`src/rtl/mem_access_if.sv`:
```
// Bundle of the EX request, data-cache request/response and write-back signals
// that surround mem_access_ctrl. Signal suffixes are from the controller's view.
interface mem_access_if #(
  parameter int DATA_W = 32,
  parameter int ADDR_W = 32
);
  logic                  req_valid_i;
  logic                  req_ready_o;
  logic [3:0]            req_op_i;
  logic [ADDR_W-1:0]     req_addr_i;
  logic [DATA_W-1:0]     req_wdata_i;
  logic [4:0]            req_wd_i;
  logic                  flush_i;
  logic                  llbit_clear_i;
  logic                  dc_req_valid_o;
  logic                  dc_req_ready_i;
  logic [ADDR_W-1:0]     dc_addr_o;
  logic                  dc_we_o;
  logic [DATA_W/8-1:0]   dc_wstrb_o;
  logic [DATA_W-1:0]     dc_wdata_o;
  logic                  dc_rvalid_i;
  logic [DATA_W-1:0]     dc_rdata_i;
  logic                  wb_valid_o;
  logic [DATA_W-1:0]     wb_data_o;
  logic [4:0]            wb_wd_o;
  logic                  wb_excp_o;
  logic                  stall_o;
  logic                  llbit_o;

  // Environment side: pipeline plus data cache.
  modport master (
    output req_valid_i, req_op_i, req_addr_i, req_wdata_i, req_wd_i,
           flush_i, llbit_clear_i, dc_req_ready_i, dc_rvalid_i, dc_rdata_i,
    input  req_ready_o, dc_req_valid_o, dc_addr_o, dc_we_o, dc_wstrb_o,
           dc_wdata_o, wb_valid_o, wb_data_o, wb_wd_o, wb_excp_o, stall_o, llbit_o
  );

  // Controller side.
  modport slave (
    input  req_valid_i, req_op_i, req_addr_i, req_wdata_i, req_wd_i,
           flush_i, llbit_clear_i, dc_req_ready_i, dc_rvalid_i, dc_rdata_i,
    output req_ready_o, dc_req_valid_o, dc_addr_o, dc_we_o, dc_wstrb_o,
           dc_wdata_o, wb_valid_o, wb_data_o, wb_wd_o, wb_excp_o, stall_o, llbit_o
  );
endinterface

```
`src/rtl/mem_access_ctrl.sv`:
```
// MEM-stage data-memory access controller: one load/store/LL/SC at a time,
// valid/ready request to the data cache, lane extraction and extension of
// read data, LL/SC link bit, misalignment detection and flush handling.
module mem_access_ctrl #(
  parameter int DATA_W = 32,
  parameter int ADDR_W = 32
) (
  input  logic        clk,
  input  logic        rst,
  mem_access_if.slave bus
);
  localparam int NB = DATA_W / 8;
  localparam int LB = $clog2(NB);

  typedef enum logic [2:0] {S_IDLE, S_REQ, S_WAIT, S_DRAIN, S_DONE} state_e;

  state_e state, state_n;

  // Decoded view of the presented request.
  logic [1:0] op_size;
  logic       op_signed, op_load, op_store, op_ll, op_sc, op_illegal;
  logic       misaligned, ale, sc_fail, accept, dc_hs;

  // Fields captured at accept.
  logic [1:0]    r_size;
  logic          r_signed, r_load, r_ll, r_sc;
  logic [LB-1:0] r_lane;

  // Registered outputs.
  logic              llbit_q, dc_req_valid_q, dc_we_q, wb_valid_q, wb_excp_q;
  logic [ADDR_W-1:0] dc_addr_q;
  logic [NB-1:0]     dc_wstrb_q;
  logic [DATA_W-1:0] dc_wdata_q, wb_data_q;
  logic [4:0]        wb_wd_q;

  // Store data replicated across every lane group of the access size.
  function automatic logic [DATA_W-1:0] replicate(input logic [DATA_W-1:0] d,
                                                  input logic [1:0] size);
    logic [DATA_W-1:0] r;
    case (size)
      2'd0:    r = {NB{d[7:0]}};
      2'd1:    r = {(NB/2){d[15:0]}};
      2'd2:    r = {(NB/4){d[31:0]}};
      default: r = d;
    endcase
    return r;
  endfunction

  // Byte-lane enables for an access of the given size starting at lane.
  function automatic logic [NB-1:0] strobe(input logic [LB-1:0] lane,
                                           input logic [1:0] size);
    logic [NB-1:0] m;
    case (size)
      2'd0:    m = NB'(1);
      2'd1:    m = NB'(3);
      2'd2:    m = NB'(15);
      default: m = '1;
    endcase
    return m << lane;
  endfunction

  // Shift the addressed lanes to bit 0, then sign- or zero-extend to DATA_W
  // by pushing the field to the top and shifting back down.
  function automatic logic [DATA_W-1:0] extract(input logic [DATA_W-1:0] rd,
                                                input logic [LB-1:0] lane,
                                                input logic [1:0] size,
                                                input logic sgn);
    logic [DATA_W-1:0] s;
    int                sh;
    sh = DATA_W - (8 << size);
    s  = rd >> {lane, 3'b000};
    s  = s << sh;
    if (sgn) s = $signed(s) >>> sh;
    else     s = s >> sh;
    return s;
  endfunction

  assign accept = bus.req_valid_i && (state == S_IDLE);
  assign dc_hs  = dc_req_valid_q && bus.dc_req_ready_i;

  // Decode op code into size, signedness, class, and ALE condition.
  // NOTE: every always_comb output gets a default first so no path leaves it unassigned and infers a latch.
  always_comb begin
    op_size    = 2'd0;
    op_signed  = 1'b0;
    op_load    = 1'b0;
    op_store   = 1'b0;
    op_ll      = 1'b0;
    op_sc      = 1'b0;
    op_illegal = 1'b0;
    misaligned = 1'b0;
    case (bus.req_op_i)
      4'd0, 4'd1, 4'd2, 4'd3: begin
        op_size = bus.req_op_i[1:0]; op_signed = 1'b1; op_load = 1'b1;
      end
      4'd4, 4'd5, 4'd6: begin
        op_size = bus.req_op_i[1:0]; op_load = 1'b1;
      end
      4'd8, 4'd9, 4'd10, 4'd11: begin
        op_size = bus.req_op_i[1:0]; op_store = 1'b1;
      end
      4'd12: begin
        op_size = 2'd2; op_signed = 1'b1; op_load = 1'b1; op_ll = 1'b1;
      end
      4'd13: begin
        op_size = 2'd2; op_store = 1'b1; op_sc = 1'b1;
      end
      default: op_illegal = 1'b1;
    endcase
    // Doubleword ops and WU only exist on a 64-bit data path.
    if (DATA_W == 32 && (op_size == 2'd3 || bus.req_op_i == 4'd6)) op_illegal = 1'b1;
    case (op_size)
      2'd1:    misaligned = bus.req_addr_i[0];
      2'd2:    misaligned = |bus.req_addr_i[1:0];
      2'd3:    misaligned = |bus.req_addr_i[2:0];
      default: misaligned = 1'b0;
    endcase
  end

  assign ale     = op_illegal || misaligned;
  // A link clear arriving together with the SC already counts as lost link.
  assign sc_fail = op_sc && (!llbit_q || bus.llbit_clear_i);

  // State register.
  // NOTE: sequential blocks use non-blocking assignments so every flop samples pre-edge values.
  always_ff @(posedge clk) begin
    if (rst) state <= S_IDLE;
    else     state <= state_n;
  end

  // Next-state decision for the transaction sequence.
  always_comb begin
    state_n = state;
    case (state)
      S_IDLE: begin
        if (accept) begin
          if (ale || sc_fail) state_n = S_DONE;
          else                state_n = S_REQ;
        end
      end
      S_REQ: begin
        // A load the cache took in the flush cycle still returns data to drop.
        if (bus.flush_i)  state_n = (dc_hs && r_load) ? S_DRAIN : S_IDLE;
        else if (dc_hs)   state_n = r_load ? S_WAIT : S_DONE;
      end
      S_WAIT: begin
        if (bus.flush_i)          state_n = bus.dc_rvalid_i ? S_IDLE : S_DRAIN;
        else if (bus.dc_rvalid_i) state_n = S_DONE;
      end
      S_DRAIN: if (bus.dc_rvalid_i) state_n = S_IDLE;
      S_DONE:  state_n = S_IDLE;
      default: state_n = S_IDLE;
    endcase
  end

  // Request capture, cache request register, write-back results and link bit.
  always_ff @(posedge clk) begin
    if (rst) begin
      r_size         <= 2'd0;
      r_signed       <= 1'b0;
      r_load         <= 1'b0;
      r_ll           <= 1'b0;
      r_sc           <= 1'b0;
      r_lane         <= '0;
      llbit_q        <= 1'b0;
      dc_req_valid_q <= 1'b0;
      dc_we_q        <= 1'b0;
      dc_addr_q      <= '0;
      dc_wstrb_q     <= '0;
      dc_wdata_q     <= '0;
      wb_valid_q     <= 1'b0;
      wb_data_q      <= '0;
      wb_wd_q        <= 5'd0;
      wb_excp_q      <= 1'b0;
    end else begin
      wb_valid_q <= (state_n == S_DONE);
      if (accept) begin
        r_size         <= op_size;
        r_signed       <= op_signed;
        r_load         <= op_load;
        r_ll           <= op_ll;
        r_sc           <= op_sc;
        r_lane         <= bus.req_addr_i[LB-1:0];
        dc_req_valid_q <= !(ale || sc_fail);
        dc_addr_q      <= {bus.req_addr_i[ADDR_W-1:LB], {LB{1'b0}}};
        dc_we_q        <= op_store;
        dc_wstrb_q     <= strobe(bus.req_addr_i[LB-1:0], op_size);
        dc_wdata_q     <= replicate(bus.req_wdata_i, op_size);
        wb_data_q      <= '0;
        wb_wd_q        <= bus.req_wd_i;
        wb_excp_q      <= ale;
      end
      // Request drops only on handshake or flush; address/data stay put.
      if (state == S_REQ && (dc_hs || bus.flush_i)) dc_req_valid_q <= 1'b0;
      if (state == S_REQ && dc_hs && r_sc) wb_data_q <= DATA_W'(1);
      if (state == S_WAIT && bus.dc_rvalid_i && !bus.flush_i)
        wb_data_q <= extract(bus.dc_rdata_i, r_lane, r_size, r_signed);
      if (bus.llbit_clear_i)
        llbit_q <= 1'b0;
      else if (state == S_WAIT && bus.dc_rvalid_i && !bus.flush_i && r_ll)
        llbit_q <= 1'b1;
      else if (state == S_REQ && dc_hs && r_sc)
        llbit_q <= 1'b0;
    end
  end

  assign bus.req_ready_o    = (state == S_IDLE);
  assign bus.stall_o        = (state != S_IDLE);
  assign bus.dc_req_valid_o = dc_req_valid_q;
  assign bus.dc_addr_o      = dc_addr_q;
  assign bus.dc_we_o        = dc_we_q;
  assign bus.dc_wstrb_o     = dc_wstrb_q;
  assign bus.dc_wdata_o     = dc_wdata_q;
  // A flush during the completion cycle cancels the write-back.
  assign bus.wb_valid_o     = wb_valid_q && !bus.flush_i;
  assign bus.wb_data_o      = wb_data_q;
  assign bus.wb_wd_o        = wb_wd_q;
  assign bus.wb_excp_o      = wb_excp_q;
  assign bus.llbit_o        = llbit_q;
endmodule
```
`src/flat_wrapper.sv`:
```
// flat-port wrapper written by rule: the top's interface ports become plain ports
module mem_access_ctrl_flat 
#(
  parameter int DATA_W = 32,
  parameter int ADDR_W = 32
)
  (clk, rst, bus_req_valid_i, bus_req_op_i, bus_req_addr_i, bus_req_wdata_i, bus_req_wd_i, bus_flush_i, bus_llbit_clear_i, bus_dc_req_ready_i, bus_dc_rvalid_i, bus_dc_rdata_i, bus_req_ready_o, bus_dc_req_valid_o, bus_dc_addr_o, bus_dc_we_o, bus_dc_wstrb_o, bus_dc_wdata_o, bus_wb_valid_o, bus_wb_data_o, bus_wb_wd_o, bus_wb_excp_o, bus_stall_o, bus_llbit_o);
  mem_access_if #(.DATA_W(DATA_W), .ADDR_W(ADDR_W)) bus_i ();
  input  logic clk;
  input  logic rst;
  input wire logic [$bits(bus_i.req_valid_i)-1:0] bus_req_valid_i;
  input wire logic [$bits(bus_i.req_op_i)-1:0] bus_req_op_i;
  input wire logic [$bits(bus_i.req_addr_i)-1:0] bus_req_addr_i;
  input wire logic [$bits(bus_i.req_wdata_i)-1:0] bus_req_wdata_i;
  input wire logic [$bits(bus_i.req_wd_i)-1:0] bus_req_wd_i;
  input wire logic [$bits(bus_i.flush_i)-1:0] bus_flush_i;
  input wire logic [$bits(bus_i.llbit_clear_i)-1:0] bus_llbit_clear_i;
  input wire logic [$bits(bus_i.dc_req_ready_i)-1:0] bus_dc_req_ready_i;
  input wire logic [$bits(bus_i.dc_rvalid_i)-1:0] bus_dc_rvalid_i;
  input wire logic [$bits(bus_i.dc_rdata_i)-1:0] bus_dc_rdata_i;
  output wire logic [$bits(bus_i.req_ready_o)-1:0] bus_req_ready_o;
  output wire logic [$bits(bus_i.dc_req_valid_o)-1:0] bus_dc_req_valid_o;
  output wire logic [$bits(bus_i.dc_addr_o)-1:0] bus_dc_addr_o;
  output wire logic [$bits(bus_i.dc_we_o)-1:0] bus_dc_we_o;
  output wire logic [$bits(bus_i.dc_wstrb_o)-1:0] bus_dc_wstrb_o;
  output wire logic [$bits(bus_i.dc_wdata_o)-1:0] bus_dc_wdata_o;
  output wire logic [$bits(bus_i.wb_valid_o)-1:0] bus_wb_valid_o;
  output wire logic [$bits(bus_i.wb_data_o)-1:0] bus_wb_data_o;
  output wire logic [$bits(bus_i.wb_wd_o)-1:0] bus_wb_wd_o;
  output wire logic [$bits(bus_i.wb_excp_o)-1:0] bus_wb_excp_o;
  output wire logic [$bits(bus_i.stall_o)-1:0] bus_stall_o;
  output wire logic [$bits(bus_i.llbit_o)-1:0] bus_llbit_o;
  assign bus_i.req_valid_i = bus_req_valid_i;
  assign bus_i.req_op_i = bus_req_op_i;
  assign bus_i.req_addr_i = bus_req_addr_i;
  assign bus_i.req_wdata_i = bus_req_wdata_i;
  assign bus_i.req_wd_i = bus_req_wd_i;
  assign bus_i.flush_i = bus_flush_i;
  assign bus_i.llbit_clear_i = bus_llbit_clear_i;
  assign bus_i.dc_req_ready_i = bus_dc_req_ready_i;
  assign bus_i.dc_rvalid_i = bus_dc_rvalid_i;
  assign bus_i.dc_rdata_i = bus_dc_rdata_i;
  assign bus_req_ready_o = bus_i.req_ready_o;
  assign bus_dc_req_valid_o = bus_i.dc_req_valid_o;
  assign bus_dc_addr_o = bus_i.dc_addr_o;
  assign bus_dc_we_o = bus_i.dc_we_o;
  assign bus_dc_wstrb_o = bus_i.dc_wstrb_o;
  assign bus_dc_wdata_o = bus_i.dc_wdata_o;
  assign bus_wb_valid_o = bus_i.wb_valid_o;
  assign bus_wb_data_o = bus_i.wb_data_o;
  assign bus_wb_wd_o = bus_i.wb_wd_o;
  assign bus_wb_excp_o = bus_i.wb_excp_o;
  assign bus_stall_o = bus_i.stall_o;
  assign bus_llbit_o = bus_i.llbit_o;
  mem_access_ctrl #(.DATA_W(DATA_W), .ADDR_W(ADDR_W)) u_core (.clk(clk), .rst(rst), .bus(bus_i));
endmodule
```
`config.mk`:
```
export PLATFORM = sky130hd
export DESIGN_NAME = mem_access_ctrl_flat
export DESIGN_NICKNAME = d
export VERILOG_FILES = /design/src/rtl/mem_access_if.sv /design/src/rtl/mem_access_ctrl.sv /design/src/flat_wrapper.sv
export SDC_FILE = /design/constraint.sdc
export NUM_CORES = 1
export LEC_CHECK = 0
export BUFFER_PORTS_ARGS = -buffer_cell sky130_fd_sc_hd__buf_2
export CAP_MARGIN = 20
export CELL_PAD_IN_SITES_DETAIL_PLACEMENT = 0
export CELL_PAD_IN_SITES_GLOBAL_PLACEMENT = 1
export CORE_ASPECT_RATIO = 0.9
export CORE_MARGIN = 2
export CORE_UTILIZATION = 36
export CTS_CLUSTER_DIAMETER = 40
export DETAILED_ROUTE_END_ITERATION = 6
export PLACE_DENSITY_LB_ADDON = 0.08
export SKIP_CTS_REPAIR_TIMING = 1
export SYNTH_ARGS = -nofsm -noshare
export SYNTH_HDL_FRONTEND = slang
export SYNTH_SLANG_ARGS = --single-unit
export TNS_END_PERCENT = 20
```
`constraint.sdc`:
```
create_clock -name clk -period 3 [get_ports clk]
set_input_delay 0.3 -clock clk [delete_from_list [all_inputs] [get_ports clk]]
set_output_delay 0.3 -clock clk [all_outputs]
set_load 0.005 [all_outputs]
```
==> results of run 1 <==
[sequential cells by signal, indices dropped and copies added, names as in the netlist, 2 cells and up]
signal,flops
u_core.bus.wb_data_o,32
u_core.bus.dc_wstrb_o,4
u_core.bus.dc_wdata_o,32
u_core.bus.dc_addr_o,30
u_core.state,3
u_core.r_size,2
u_core.bus.wb_wd_o,5
u_core.r_lane,2
[worst max-delay path, stage by stage, from the launching register on]
cell and delay, ns:
dfxtp_1 0.50, nor3b_2 0.33, nand4_1 0.18, a21boi_1 0.17, buf_4 0.19, nor2b_1 0.21
buf_4 0.24, a221o_1 0.35
[worst max-delay path by stage]
stage                     start                        to  depth (start not counted)
2_1_floorplan   u_core.state[1]  u_core.bus.wb_data_o[24]                          8
3_3_place_gp    u_core.state[1]  u_core.bus.wb_data_o[28]                          6
3_5_place_dp    u_core.state[1]  u_core.bus.wb_data_o[28]                          6
4_1_cts         u_core.state[1]  u_core.bus.wb_data_o[28]                          6
5_1_grt        u_core.r_lane[1]  u_core.bus.wb_data_o[28]                          5
6_report        u_core.state[0]  u_core.bus.wb_data_o[28]                          7
[per-layer routing]
metal / wire (um) / track usage (%) / up-vias / part of all wire, %
li1: - / - / 2635 / -
met1: 7370 / 29.1 / 2468 / 45
met2: 7030 / 30.0 / 213 / 43
met3: 1680 / 8.83 / 16 / 10
met4: 188 / 6.52 / 0 / 1.2
met5: 0 / 0 / - / 0
[cells by family after synthesis]
family          Yosys count
flops                   119
simple gates            242
other cells               1
mux                      38
compound gates          172
buf+inv                  59
[layout make-up]
| cell class | count | area (sq um) | share of cell area [%] |
|---|---|---|---|
| Inverter | 7 | 26.3 | 0.373 |
| Sequential cell | 119 | 2380 | 33.8 |
| Timing Repair Buffer | 232 | 1200 | 17.1 |
| Tap cell | 193 | 241 | 3.43 |
| Antenna cell | 1 | 2.50 | 0.0355 |
| Multi-Input combinational cell | 454 | 2600 | 36.9 |
| Clock inverter | 6 | 62.6 | 0.887 |
| Clock buffer | 26 | 529 | 7.51 |
[power groups by stage]
stage,combinational (mW),clock [mW],sequential (mW)
floorplan,0.329,0,1.75
global placement,0.575,0,1.75
detailed placement,0.581,0,1.76
CTS,0.584,2.04,1.72
global route,0.654,2.12,1.73
finish,0.582,2.00,1.72
[Yosys cell counts, types with 4 or more instances]
master    instances  area, sq um
buf_4             4         30.0
buf_2            11         55.1
nand3_1          18         90.1
a221o_1           7         70.1
nand2b_1          9         56.3
nor2_1           44          165
a21oi_1          68          340
a211o_1          13          114
nor3_1            8         40.0
a22oi_1          11         82.6
clkbuf_1         32          120
buf_1             4         15.0
mux2i_1          28          280
nor2b_1           8         50.1
inv_1             7         26.3
nand2_1         138          518
dfxtp_1         119         2380
a32oi_1           5         43.8
o21ai_0          20          100
a211oi_1          9         67.6
a31oi_1          18          113
mux2_2            9          101
==> flow_summary.ini, run 1 <==
[floorplan]
rows = 41
dieArea_sq_mm = 0.0155
core_region_area_sq_mm = 0.0141
initial_core_util_pct = 37.1
die_w_um = 131
die_h_um = 118
ioPinCount = 224

[detailed_routing]
wl_per_cell_um = 15.7
firstDrtPassIters = 5
routed_via_density = 5.14
wl_um = 16300
drt_iter0_markers = 392
remaining_drc_errors = 0
drtAntennaViolNets = 0
vias = 5332

[timing]
final-setup-viol-count = 0
period_share_pct = 76.5
max_freq_mhz = 436
worst-slew-pin-transition_ns = 0.650
finalHoldViolCount = 0
fin_crit_ns = 2.29
clock-skew-final_ns = 0.00841
drv_slew = 0
tns_ns = 0
rsz0062_at_grt = false
slew_headroom_pct = 56.5
holdWs_ns = 0.100
layout_setup_ws_ns = 0.706

[clocking]
cts_buffers = 17
clk_pin_slew_ns = 0.05
cts_root_buffer = clkbuf_16
ctsHtreeMaxLevel = 4
cts_tree = done
insertion_delay_ns = 0.42
clock-sinks = 119
cts_buffer_depth = 2

[power_and_ir_drop]
seq_power_share_pct = 40.0
finalPower_mw = 4.31
share_comb_of_total_power_pct = 13.5
leakage_nw = 3.23
ir_drop_mv = 0.403
p_sw_share_pct = 25.7
switchingPower_mw = 1.11
clock_power_share_pct = 46.5
power.density_mw_per_mm2 = 611
p_int_mw = 3.20

[run_status]
status = finished clean

[cells_and_area]
fillers = 1406
instances_no_fill = 1038
final_common_cell = buf_2
mostFrequentLayoutCells = buf_2, nand2_1, dfxtp_1
fin_util_pct = 50.0
finalInstanceArea_sq_mm = 0.00705
drive_gt1_share_pct = 33.1
final_nets = 943
area_growth_pct = 34.8

[yosys]
synth_area_per_cell_sq_um = 8.29
synthDistinctLibCells = 52
synth_flop_cell = dfxtp_1
synth_top_family_by_area = compound AO/OA/AOI/OAI gates
ys_ff_latch = 119
syn_inst = 631
synth_compound_area_share_pct = 21.3
yosysWarnings = 0
synthesis.area_sq_mm = 0.00523
synth.area.mux_share_pct = 7.73
yosys.area_share.adder_pct = 0
seq_area_frac_synth_pct = 45.6
synth-async-reset-ratio_pct = 0
synth_edf_count = 0
synth_xor_area_share_pct = 0
yosys.area_share.simple_pct = 20.4

[global_routing]
antenna_found_initial = 1
grt_first_pass_wirelength_um = 25800
grt_pass1_vias = 5040
grt_max_degree = 82
track_usage_pct = 21.2
grt_overflow = 0

[critical_path]
reg2reg_slack_ns = 0.71
r2r-end = u_core.bus.wb_data_o[28]
critical_path_class = reg -> reg
cp-end-kind = flop
worstPathArrival_ns = 2.60
crit_required_ns = 3.30
critPathLaunchType = flop
critPathMaxFanout = 14
worstReg2RegStart = u_core.state[0]
r2r_cells = 7

[placement]
pre_cts_ws_ns = 0.435
dpl.hpwl_um = 11600
finalWeightedCongestion = 0.904
dpl.cell_count = 1004
portBuffers = 221
placed_area_sq_mm = 0.00645

[hold_path]
hold_depth = 2
holdPathEnd = u_core.bus.llbit_o
min_from = bus_llbit_clear_i
hold_class = in -> reg

[run]
drv_cap = 0
Power figures use the tool's default switching activity.
==> run 2, diff against run 1 <==
CORE_UTILIZATION = 30   (was 36)
clock period = 1.95 ns   (was 3 ns; I/O delays follow)
==> run 2 against run 1 <==
Effect of this change:
- non-clock buffer count up 22
- critical path type unchanged
- power up 58%
- maximum frequency up 23%
- cell count up 6.1%
- sequential power up 53%
- setup slack worse by 0.62 ns
- sequential cell count unchanged
- sequential share of layout area down 1.3 points
- largest power group unchanged
- worst hold slack worse by 0.080 ns
- die area up 19%
- largest cell class unchanged
- design area up 4.2%
==> flow_summary.ini, run 2 (synthesis gave the netlist of run 1 again) <==
[run_status]
status = finished clean

[critical_path]
max_stage_delay_ns = 0.60
critPathMaxFanout = 9
cp_cell_sequence = nand2b_4 > or3_1 > or4_4 > nor2_8 > a221o_1
critical_path_class = reg -> reg
crit_required_ns = 2.30
reg2reg_slack_ns = 0.08
crit_slowest_cell = or4_4
worstPathArrival_ns = 2.22
critPathLaunchType = flop
cp-end-kind = flop

[cells_and_area]
final_nets = 965
area_growth_pct = 40.5
instances_no_fill = 1101
final_common_cell = buf_2
fillers = 1746
multi_input_area_sq_mm = 0.00262
mostFrequentLayoutCells = buf_2, nand2_1, dfxtp_1
drive_gt1_share_pct = 35.1
seq_area_sq_mm = 0.00238

[clocking]
cts_buffers = 17
clock-sinks = 119
clk_pin_slew_ns = 0.06
cts_buffer_depth = 2
insertion_delay_ns = 0.41
ctsHtreeMaxLevel = 4
cts_tree = done
cts_root_buffer = clkbuf_16

[power_and_ir_drop]
leakage_nw = 3.36
p_sw_share_pct = 25.5
power.density_mw_per_mm2 = 929
clock_power_share_pct = 46.7
switchingPower_mw = 1.74
seq_power_share_pct = 38.7
ir_drop_mv = 0.594
p_int_mw = 5.09
share_comb_of_total_power_pct = 14.6

[floorplan]
die_w_um = 143
dieArea_sq_mm = 0.0185
rows = 45
die_h_um = 129
initial_core_util_pct = 30.9
ioPinCount = 224
core_region_area_sq_mm = 0.0169

[global_routing]
track_usage_pct = 19.0
grt_first_pass_wirelength_um = 27200
grt_max_degree = 55
antenna_found_initial = 2
grt_pass1_vias = 5134
grt_overflow = 0

[detailed_routing]
remaining_drc_errors = 0
wl_um = 17800
routed_via_density = 4.90
wl_per_cell_um = 16.1
firstDrtPassIters = 5
drt_iter0_markers = 330
drtAntennaViolNets = 0
vias = 5394

[timing]
finalHoldViolCount = 0
max_freq_mhz = 536
tns_ns = 0
final-setup-viol-count = 0
drv_slew = 0
fin_crit_ns = 1.87
period_share_pct = 95.7
clock-skew-final_ns = 0.00804
rsz0062_at_grt = false

[placement]
dpl.hpwl_um = 13100
dpl.cell_count = 1067
portBuffers = 221
finalWeightedCongestion = 0.835

[run]
drv_cap = 0

[hold_path]
hold_class = in -> reg
==> run 2: cell types whose count changed in the layout (fill, tap and decap cells not counted), sizes merged <==
| cell | previous run | this run |
|---|---|---|
| buf | 232 | 253 |
| bufinv | 1 | 3 |
| clkbuf | 26 | 21 |
| clkinv | 2 | 4 |
| clkinvlp | 3 | 2 |
| diode | 1 | 2 |
| dlygate4sd3 | 0 | 1 |
==> run 2: final timing paths <==
kind,start,endpoint,depth (start not counted)
setup reg to reg,u_core.state[1],u_core.bus.wb_data_o[27],5
hold reg to reg,u_core.bus.dc_addr_o[8],u_core.bus.dc_addr_o[8],2
hold / removal,bus_req_addr_i[6],u_core.bus.dc_addr_o[6],3
setup / recovery,u_core.state[1],u_core.bus.wb_data_o[27],5
==> run 2: cell type report <==
cell class	instances	area share, %
antenna	2	0.0681
clock buffer	21	6.40
clock inverter	9	1.70
inverter	7	0.358
multi-input combinational	454	35.7
sequential	119	32.4
tap	235	4.00
timing repair buffer	254	19.3
==> run 2: layer usage <==
| metal | vias to the layer above | wire length (um) | global-route usage (%) |
|---|---|---|---|
| li1 | 2669 | - | - |
| met1 | 2512 | 8280 | 26.2 |
| met2 | 191 | 7810 | 27.3 |
| met3 | 22 | 1380 | 6.32 |
| met4 | 0 | 293 | 7.69 |
| met5 | - | 0 | 0 |
==> run 2: through the flow <==
stage	hold slack (ns)	utilization (%)	setup WS, ns	power (mW)	instance area, sq um
floorplan	0.274	-	0.0531	3.20	5230
global placement	0.382	39.5	0.110	3.66	6700
detailed placement	0.383	39.5	0.0608	3.67	6700
CTS	-0.0561	43.0	0.0424	6.90	7290
global route	0.00829	43.4	0.00430	7.16	7350
finish	0.0199	43.4	0.0841	6.82	7350
==> run 2: power groups by stage <==
stage,combinational [mW],clock (mW),sequential [mW]
floorplan,0.507,0,2.69
global placement,0.977,0,2.68
detailed placement,0.987,0,2.69
CTS,0.990,3.28,2.64
global route,1.10,3.40,2.65
finish,0.997,3.19,2.64
==> run 2: critical path, delay by kind of cell (launching register included) <==
family / cells / cell delay, ns
compound gates: 1 / 0.16
simple gates: 4 / 1.20
flops: 1 / 0.45
==> run 3, diff against run 2 <==
ABC_AREA = 1   (was unset)
==> run 3 against run 2 <==
Effect of this change:
- design area is 4.5% higher
- sequential share of layout area is 1.4 points lower
- clock skew is 0.00091 ns higher
==> flow_summary.ini, run 3 <==
[run_status]
status = finished clean

[clocking]
cts_buffer_depth = 2
clk_pin_slew_ns = 0.06
cts_root_buffer = clkbuf_16
ctsHtreeMaxLevel = 4
clock-sinks = 119
cts_buffers = 17
cts_tree = done
insertion_delay_ns = 0.42

[yosys]
synthesis.area_sq_mm = 0.00570
yosys.area.top_type = dfxtp_1
yosysTopAreaCellShare_pct = 41.8
synth-async-reset-ratio_pct = 0
yosysWarnings = 0
synth_common_cells = nand2_1, dfxtp_1, a21oi_1
synth_flop_cell = dfxtp_1
seq_area_frac_synth_pct = 41.8
synthDistinctLibCells = 44
synth_area_per_cell_sq_um = 6.81
yosysMostFrequentCell = nand2_1
syn_inst = 837
synth_area_leaders = dfxtp_1, nand2_1, a21oi_1
synth_edf_count = 0
ys_ff_latch = 119

[timing]
clock-skew-final_ns = 0.00895
fin_crit_ns = 1.72
finalHoldViolCount = 0
final-setup-viol-count = 0
tns_ns = 0
max_freq_mhz = 580
slew_headroom_pct = 62.8
layout_setup_ws_ns = 0.227
rsz0062_at_grt = false
drv_slew = 0
worst-slew-pin-transition_ns = 0.558
period_share_pct = 88.4

[global_routing]
grt_first_pass_wirelength_um = 30300
track_usage_pct = 19.4
grt_overflow = 0
antenna_found_initial = 2
grt_max_degree = 50
grt_pass1_vias = 5845

[cells_and_area]
drive_gt1_share_pct = 29.1
mostFrequentLayoutCells = nand2_1, buf_2, dfxtp_1
n_antenna_cell = 0
finalInstanceArea_sq_mm = 0.00768
instances_no_fill = 1305
area_growth_pct = 34.7
final_nets = 1160
final_common_cell = nand2_1

[critical_path]
critPathLaunchType = flop
critical_path_class = reg -> reg
cp-end-kind = flop
worstPathArrival_ns = 2.08
crit_required_ns = 2.30
critPathMaxFanout = 14

[detailed_routing]
routed_via_density = 4.65
drtAntennaViolNets = 0
wl_um = 19200
remaining_drc_errors = 0
wl_per_cell_um = 14.7
firstDrtPassIters = 4
drt_iter0_markers = 326
vias = 6062

[placement]
placed_area_sq_mm = 0.00705
dpl.cell_count = 1273
dpl.hpwl_um = 14100
pre_cts_ws_ns = 0.214
finalWeightedCongestion = 0.801
portBuffers = 221

[floorplan]
core_region_area_sq_mm = 0.0185
initial_core_util_pct = 30.8
die_h_um = 135
rows = 47
ioPinCount = 224
dieArea_sq_mm = 0.0201
die_w_um = 149

[power_and_ir_drop]
finalPower_mw = 7.14
ir_drop_mv = 0.717
leakage_nw = 3.80
power.density_mw_per_mm2 = 930

[run]
drv_cap = 0

[hold_path]
hold_class = in -> reg
-- run 3: report_power, final --
group          internal (mW)  switching [mW]  total (mW)
Sequential              2.57          0.0709        2.64
Combinational          0.443           0.722        1.17
Clock                   2.20            1.14        3.34
-- run 3: area by class of cell --
type                    count  area [sq um]
clock inverters             8           146
well taps                 245           307
multi-input cells         616          2850
clock buffers              23           468
fillers                  2084         10800
inverters                  53           204
repair buffers            241          1320
flip-flops and latches    119          2380
-- run 3: cells by family after synthesis --
family / share of synthesized area [%]
and+or+nand+nor: 33.5
other: 0.0658
DFF: 41.8
AOI/OAI and AO/OA: 16.1
muxes: 0.176
buffers and inverters: 8.34
-- run 3: layer usage --
| layer | vias up | part of all wire [%] | track usage [%] |
|---|---|---|---|
| li1 | 3144 | - | - |
| met2 | 167 | 47 | 31.6 |
| met4 | 4 | 1.9 | 6.77 |
| met5 | - | 0.11 | 0 |
| met3 | 27 | 6.8 | 6.72 |
| met1 | 2720 | 44 | 23.8 |
-- run 3: stage by stage --
stage / hold slack, ns / utilization (%)
floorplan: 0.274 / -
global placement: 0.379 / 38.1
detailed placement: 0.378 / 38.1
CTS: -0.0749 / 41.4
global route: 0.0118 / 41.4
finish: 0.0154 / 41.4
-- run 3: final timing paths --
kind,from,end,slack (ns),cells after the start
max reg2reg,u_core.state[1],u_core.bus.wb_data_o[14],0.23,7
max,u_core.state[1],u_core.bus.wb_data_o[14],0.23,7
min,bus_req_wd_i[1],u_core.bus.wb_wd_o[1],0.02,3
min reg2reg,u_core.bus.dc_wdata_o[2],u_core.bus.dc_wdata_o[2],0.46,2
-- run 3: worst max-delay path, stage by stage, from the launching register on --
cell and delay (ns):
dfxtp_1 0.35, inv_1 0.07, nor2_1 0.17, nand4_2 0.21, inv_1 0.35, buf_4 0.27, nand3_1 0.11, a21oi_1 0.12
